### src/rtl/gerenciador_vidas_pkg.sv
// Shared definitions for the life manager.
//  - state_t: FSM state encoding (ALIVE=0, INVULN=1, GAME_OVER=2)
//  - timer_w: width needed to hold INVULN_CYCLES (clog2(cycles+1), at least 1)
package gerenciador_vidas_pkg;

  typedef enum logic [1:0] {
    ALIVE     = 2'd0,
    INVULN    = 2'd1,
    GAME_OVER = 2'd2
  } state_t;

  // Bits needed to store the values 0..cycles. The result is never below 1,
  // so that a build with no invulnerability window still has a valid vector.
  function automatic int timer_w(input int cycles);
    int w;
    w = 1;
    while ((1 << w) < (cycles + 1)) w++;
    return w;
  endfunction

endpackage

### src/rtl/gerenciador_vidas_temporizador_invuln.sv
// Loadable down-counter that times the post-hit invulnerability window.
// Ports:
//  clock       in   rising-edge clock
//  reset       in   synchronous, active-low; clears the count
//  load        in   load load_value this cycle (has priority over counting)
//  load_value  in   W-bit value to load
//  value       out  W-bit current count
//  expired     out  high while the count is 1, i.e. during the last cycle of the window
module temporizador_invuln #(
  parameter int W = 4
) (
  input  logic         clock,
  input  logic         reset,
  input  logic         load,
  input  logic [W-1:0] load_value,
  output logic [W-1:0] value,
  output logic         expired
);

  logic [W-1:0] count;

  always_ff @(posedge clock) begin
    if (!reset) begin
      count <= '0;
    end else if (load) begin
      count <= load_value;
    end else if (count != '0) begin
      count <= count - W'(1);
    end
  end

  assign value   = count;
  assign expired = (count == W'(1));

endmodule

### src/rtl/gerenciador_vidas.sv
// Player life manager: holds the life count, decrements on hits, grants extra
// lives, enforces a post-hit invulnerability window and flags game over.
// Configuration macro: VIDA_EXTRA_EN -- when defined, bonus pulses add a life
// (saturating at MAX_LIVES); when undefined, bonus is ignored.
// Ports:
//  clock        in   rising-edge clock
//  reset        in   synchronous, active-low reset
//  hit          in   1-cycle pulse: player was hit
//  bonus        in   1-cycle pulse: extra life awarded
//  restart      in   1-cycle pulse: start a new game
//  lives        out  LIVES_W current life count (registered)
//  game_over    out  high while in GAME_OVER
//  invulnerable out  high while in INVULN
//  life_lost    out  1-cycle pulse the cycle after an accepted hit
module gerenciador_vidas
  import gerenciador_vidas_pkg::*;
#(
  parameter int LIVES_W       = 3,
  parameter int MAX_LIVES     = 5,
  parameter int INIT_LIVES    = 3,
  parameter int INVULN_CYCLES = 8
) (
  input  logic               clock,
  input  logic               reset,
  input  logic               hit,
  input  logic               bonus,
  input  logic               restart,
  output logic [LIVES_W-1:0] lives,
  output logic               game_over,
  output logic               invulnerable,
  output logic               life_lost
);

  localparam int TW = timer_w(INVULN_CYCLES);
  localparam logic [LIVES_W-1:0] MAX_L  = LIVES_W'(MAX_LIVES);
  localparam logic [LIVES_W-1:0] INIT_L = LIVES_W'(INIT_LIVES);

  state_t        state;
  logic          bonus_en;
  logic          tmr_load;
  logic [TW-1:0] tmr_load_value;
  logic [TW-1:0] timer_value;
  logic          tmr_expired;
  logic          unused_timer_bits;

`ifdef VIDA_EXTRA_EN
  assign bonus_en = bonus;
`else
  logic unused_bonus;
  assign unused_bonus = bonus;
  assign bonus_en     = 1'b0;
`endif

  // The count is only consumed through the expired flag.
  assign unused_timer_bits = ^timer_value;

  // Restart clears the timer so a pending window is abandoned; an accepted
  // non-fatal hit arms it.
  always_comb begin
    tmr_load       = 1'b0;
    tmr_load_value = '0;
    if (restart) begin
      tmr_load = 1'b1;
    end else if ((state == ALIVE) && hit && (lives > LIVES_W'(1)) && (INVULN_CYCLES > 0)) begin
      tmr_load       = 1'b1;
      tmr_load_value = TW'(INVULN_CYCLES);
    end
  end

  temporizador_invuln #(.W(TW)) u_timer (
    .clock      (clock),
    .reset      (reset),
    .load       (tmr_load),
    .load_value (tmr_load_value),
    .value      (timer_value),
    .expired    (tmr_expired)
  );

  always_ff @(posedge clock) begin
    if (!reset) begin
      state        <= ALIVE;
      lives        <= INIT_L;
      game_over    <= 1'b0;
      invulnerable <= 1'b0;
      life_lost    <= 1'b0;
    end else begin
      life_lost <= 1'b0;
      if (restart) begin
        state        <= ALIVE;
        lives        <= INIT_L;
        game_over    <= 1'b0;
        invulnerable <= 1'b0;
      end else begin
        case (state)
          ALIVE: begin
            // A hit takes precedence over a simultaneous bonus.
            if (hit) begin
              life_lost <= 1'b1;
              if (lives > LIVES_W'(1)) begin
                lives <= lives - LIVES_W'(1);
                if (INVULN_CYCLES > 0) begin
                  state        <= INVULN;
                  invulnerable <= 1'b1;
                end
              end else begin
                lives     <= '0;
                state     <= GAME_OVER;
                game_over <= 1'b1;
              end
            end else if (bonus_en && (lives < MAX_L)) begin
              lives <= lives + LIVES_W'(1);
            end
          end
          INVULN: begin
            if (bonus_en && (lives < MAX_L)) begin
              lives <= lives + LIVES_W'(1);
            end
            if (tmr_expired) begin
              state        <= ALIVE;
              invulnerable <= 1'b0;
            end
          end
          GAME_OVER: begin
            lives <= '0;
          end
          default: begin
            state        <= ALIVE;
            lives        <= INIT_L;
            game_over    <= 1'b0;
            invulnerable <= 1'b0;
          end
        endcase
      end
    end
  end

endmodule

### config.mk
export PLATFORM = sky130hd
export DESIGN_NAME = gerenciador_vidas
export DESIGN_NICKNAME = d
export VERILOG_FILES = /design/src/rtl/gerenciador_vidas_pkg.sv /design/src/rtl/gerenciador_vidas_temporizador_invuln.sv /design/src/rtl/gerenciador_vidas.sv
export SDC_FILE = /design/constraint.sdc
export NUM_CORES = 1
export LEC_CHECK = 0
export ABC_AREA = 1
export CORE_AREA = 2 2 39 41
export DETAILED_ROUTE_END_ITERATION = 16
export DIE_AREA = 0 0 41 43
export PLACE_DENSITY = 0.77
export SYNTH_ARGS = -nofsm -noshare
export SYNTH_HDL_FRONTEND = slang
export SYNTH_SLANG_ARGS = --single-unit
### constraint.sdc
create_clock -name clock -period 2 [get_ports clock]
set_input_delay 0.2 -clock clock [delete_from_list [all_inputs] [get_ports clock]]
set_output_delay 0.2 -clock clock [all_outputs]
set_load 0.05 [all_outputs]
==> results of run 1 <==
==> per-layer routing <==
layer,GRT usage,vias up,share of wire
met5,0,-,0
met1,0.196,281,0.42
met4,0.120,0,0.023
met2,0.294,11,0.52
met3,0.0314,4,0.040
li1,-,319,-
==> stage by stage <==
stage               hold WS (ns)  power (mW)  utilization  area (sq um)  instances
floorplan                  0.344       0.422            -           688         93
global placement           0.457       0.457        0.569           787        117
detailed placement         0.459       0.463        0.569           787        117
CTS                        0.470       0.654        0.595           823        121
global route               0.508       0.685        0.595           823        121
finish                     0.465       0.647        0.595           823        121
==> worst register-to-register path: cells and delay by family, from the launching register on <==
kind	cells	cell delay, ns
compound gates	3	0.41
fa+ha+maj	1	0.31
buf+inv	2	0.14
flops	1	0.37
simple gates	2	0.13
==> sequential cells by signal, summed over array words and instances (netlist names) <==
register,cells
state,2
lives,3
game_over,1
invulnerable,1
life_lost,1
u_timer.value,4
==> cells by family after synthesis <==
group	after synthesis
AOI/OAI and AO/OA	16
xor gates and xnor gates	2
adders and majority gates	7
buffers and inverters	16
DFF	12
and+or+nand+nor	40
==> final timing paths <==
check | depth (start not counted) | endpoint
min reg2reg | 2 | invulnerable
min | 2 | invulnerable
max reg2reg | 8 | lives[1]
max | 1 | lives[0]
==> synthesized netlist by cell type (2+ instances only) <==
library cell and count:
nor3_1 2, o21ai_1 2, a21oi_1 9, dfxtp_1 12
ha_1 7, inv_2 2, inv_1 13, nand3_1 6
o21ai_0 2, nand2_1 20, nor2_1 8, nor2_2 2
==> layout make-up <==
cell class	count	area [sq um]
sequential	12	240
timing repair buffer	9	90.1
multi-input combinational	65	380
fill	137	561
inverter	15	56.3
tap	16	20.0
clock buffer	4	36.3
==> power by group through the flow <==
stage          combinational (mW)  clock (mW)  sequential [mW]
2_1_floorplan               0.127           0            0.295
3_3_place_gp                0.183           0            0.273
3_5_place_dp                0.189           0            0.274
4_1_cts                     0.190       0.196            0.268
5_1_grt                     0.212       0.202            0.271
6_report                    0.188       0.191            0.268
==> placed cells by master, fill, tap and decap left out, types with 2 or more instances in the layout <==
cell | netlist | routed
a21oi_1 | 9 | 9
clkbuf_4 | 0 | 3
clkdlybuf4s50_1 | 0 | 9
dfxtp_1 | 12 | 12
ha_1 | 7 | 7
inv_1 | 13 | 13
inv_2 | 2 | 2
nand2_1 | 20 | 20
nand3_1 | 6 | 6
nor2_1 | 8 | 8
nor2_2 | 2 | 2
nor3_1 | 2 | 2
o21ai_0 | 2 | 2
o21ai_1 | 2 | 2
==> metrics.txt, run 1 <==
status=completed; Skew-Pair Late Insertion Delay=0.27 ns; Slew headroom=0.661; final setup fails=0; ys async rst share=0; RSZ-0062 raised after global routing=no; reg2reg start=state[0]; CP cell instances=clkdlybuf4s50_1; post-layout minimum cycle time=1.72 ns; Cell Rows=14; post-synthesis cell area=688 sq um; vias in the first global route=561; IO Pins=11; post-DR wirelength/cell=10.6 microns; Leak Pwr=0.394 nW; Routed Antenna Nets=0; H-tree levels=1; largest family of logic cells by synthesized area=simple AND/OR/NAND/NOR gates; CTS tree=built; Pwr Density=786 nW/um^2; Post-Synth Simple-Gate Area=0.253; core area=~1400 sq um; ant diodes=0; via count=615; sequential area share after synthesis=0.349; share of cells above drive strength 1=0.114; critical path peak fanout=5; PortBufs=9; hpwl dp=1050 microns; die area=1760 sq um; CP required=1.80 ns; crit path DAT=1.52 ns; Max Slew Vio Count=0; Die Ht=43 microns; setup bufs post-CTS=0; GP Congestion=0.781; total CTS buffers=3; Synth top area share=0.349; switching share of power=0.327; Initial Utilization=0.497; Worst R2R Setup Slack=0.54 ns; HP Class=reg -> reg; initial DRC count=11; slowest stage delay, CP=a little over 0.8 ns; Clk Tree Root Cell=clkbuf_4; clock share of power=0.296; post-synthesis compound-gate area fraction=0.147; Critical Path Sink Type=primary output; final period utilization=0.860; XOR/XNOR share of the synthesized area=0.0255; Bufs and invs on worst path=1; critical path class=reg -> out; drt drc=0; post-cts resize count=0; global-route wire length before repair=2130 microns; Syn Area/Cell=between 7 and 8 sq um; worst setup margin=0.279 ns; Slowest cell on crit path=clkdlybuf4s50_1; crit path launch type=flip-flop; fmax=581 MHz; nets@finish=118; cell family with most CP delay=buffers and inverters; cells after synthesis=93; hold wc startpoint=invulnerable; Reg clk slew, reported paths=roughly 0.080 ns; Tot GR Track Use=0.180; post-synthesis mux area share=0; setup TNS=0 ns; Final Hold Fails=0; synth warn=0; clock sink total=12; Switching Power=0.212 mW; Max clock buf depth=2; Area Growth Syn to Fin=19.6%; Post-Route WL=1290 microns; syn nets=around 110; CP startpoint=lives[0]; largest net degree at the start of global routing=9; leading area contributor after synthesis=dfxtp_1; Post-Synth Adder-Cell Area=0.127; Max VDD drop=roughly 0.38 mV; Pint=between 0.4 and 0.5 mW; Synth cell types=20; grt total ovfl=0; Placement Setup Slack=0.542 ns; initial antenna violation count=0; max cap viols=0; ranking of synthesized cells by area=dfxtp_1 35%, ha_1 13%, nand2_1 11%; Seq pwr share=0.414; Slew @ Worst Pin=0.507 ns; combinational share of power=0.290; cts hold-fix bufs=0; clock skew=between 0.004 and 0.005 ns; number of synthesized register bits=12; Via density=~5; ys flop type=dfxtp_1; Pre-antenna DRT Iters=5; Die Wd=between 40 and 50 microns; Post-synth EDFFs=0
Power figures use the tool's default switching activity.
==> run 2, diff against run 1 <==
- SLEW_MARGIN: not set -> 15
==> results of run 2 <==
Same layout as run 1: the final DEF is identical, and so are final timing and power.
==> run 3, diff against run 2 <==
- CAP_MARGIN: not set -> 40
==> results of run 3 <==
Same layout as run 1: the final DEF is identical, and so are final timing and power.
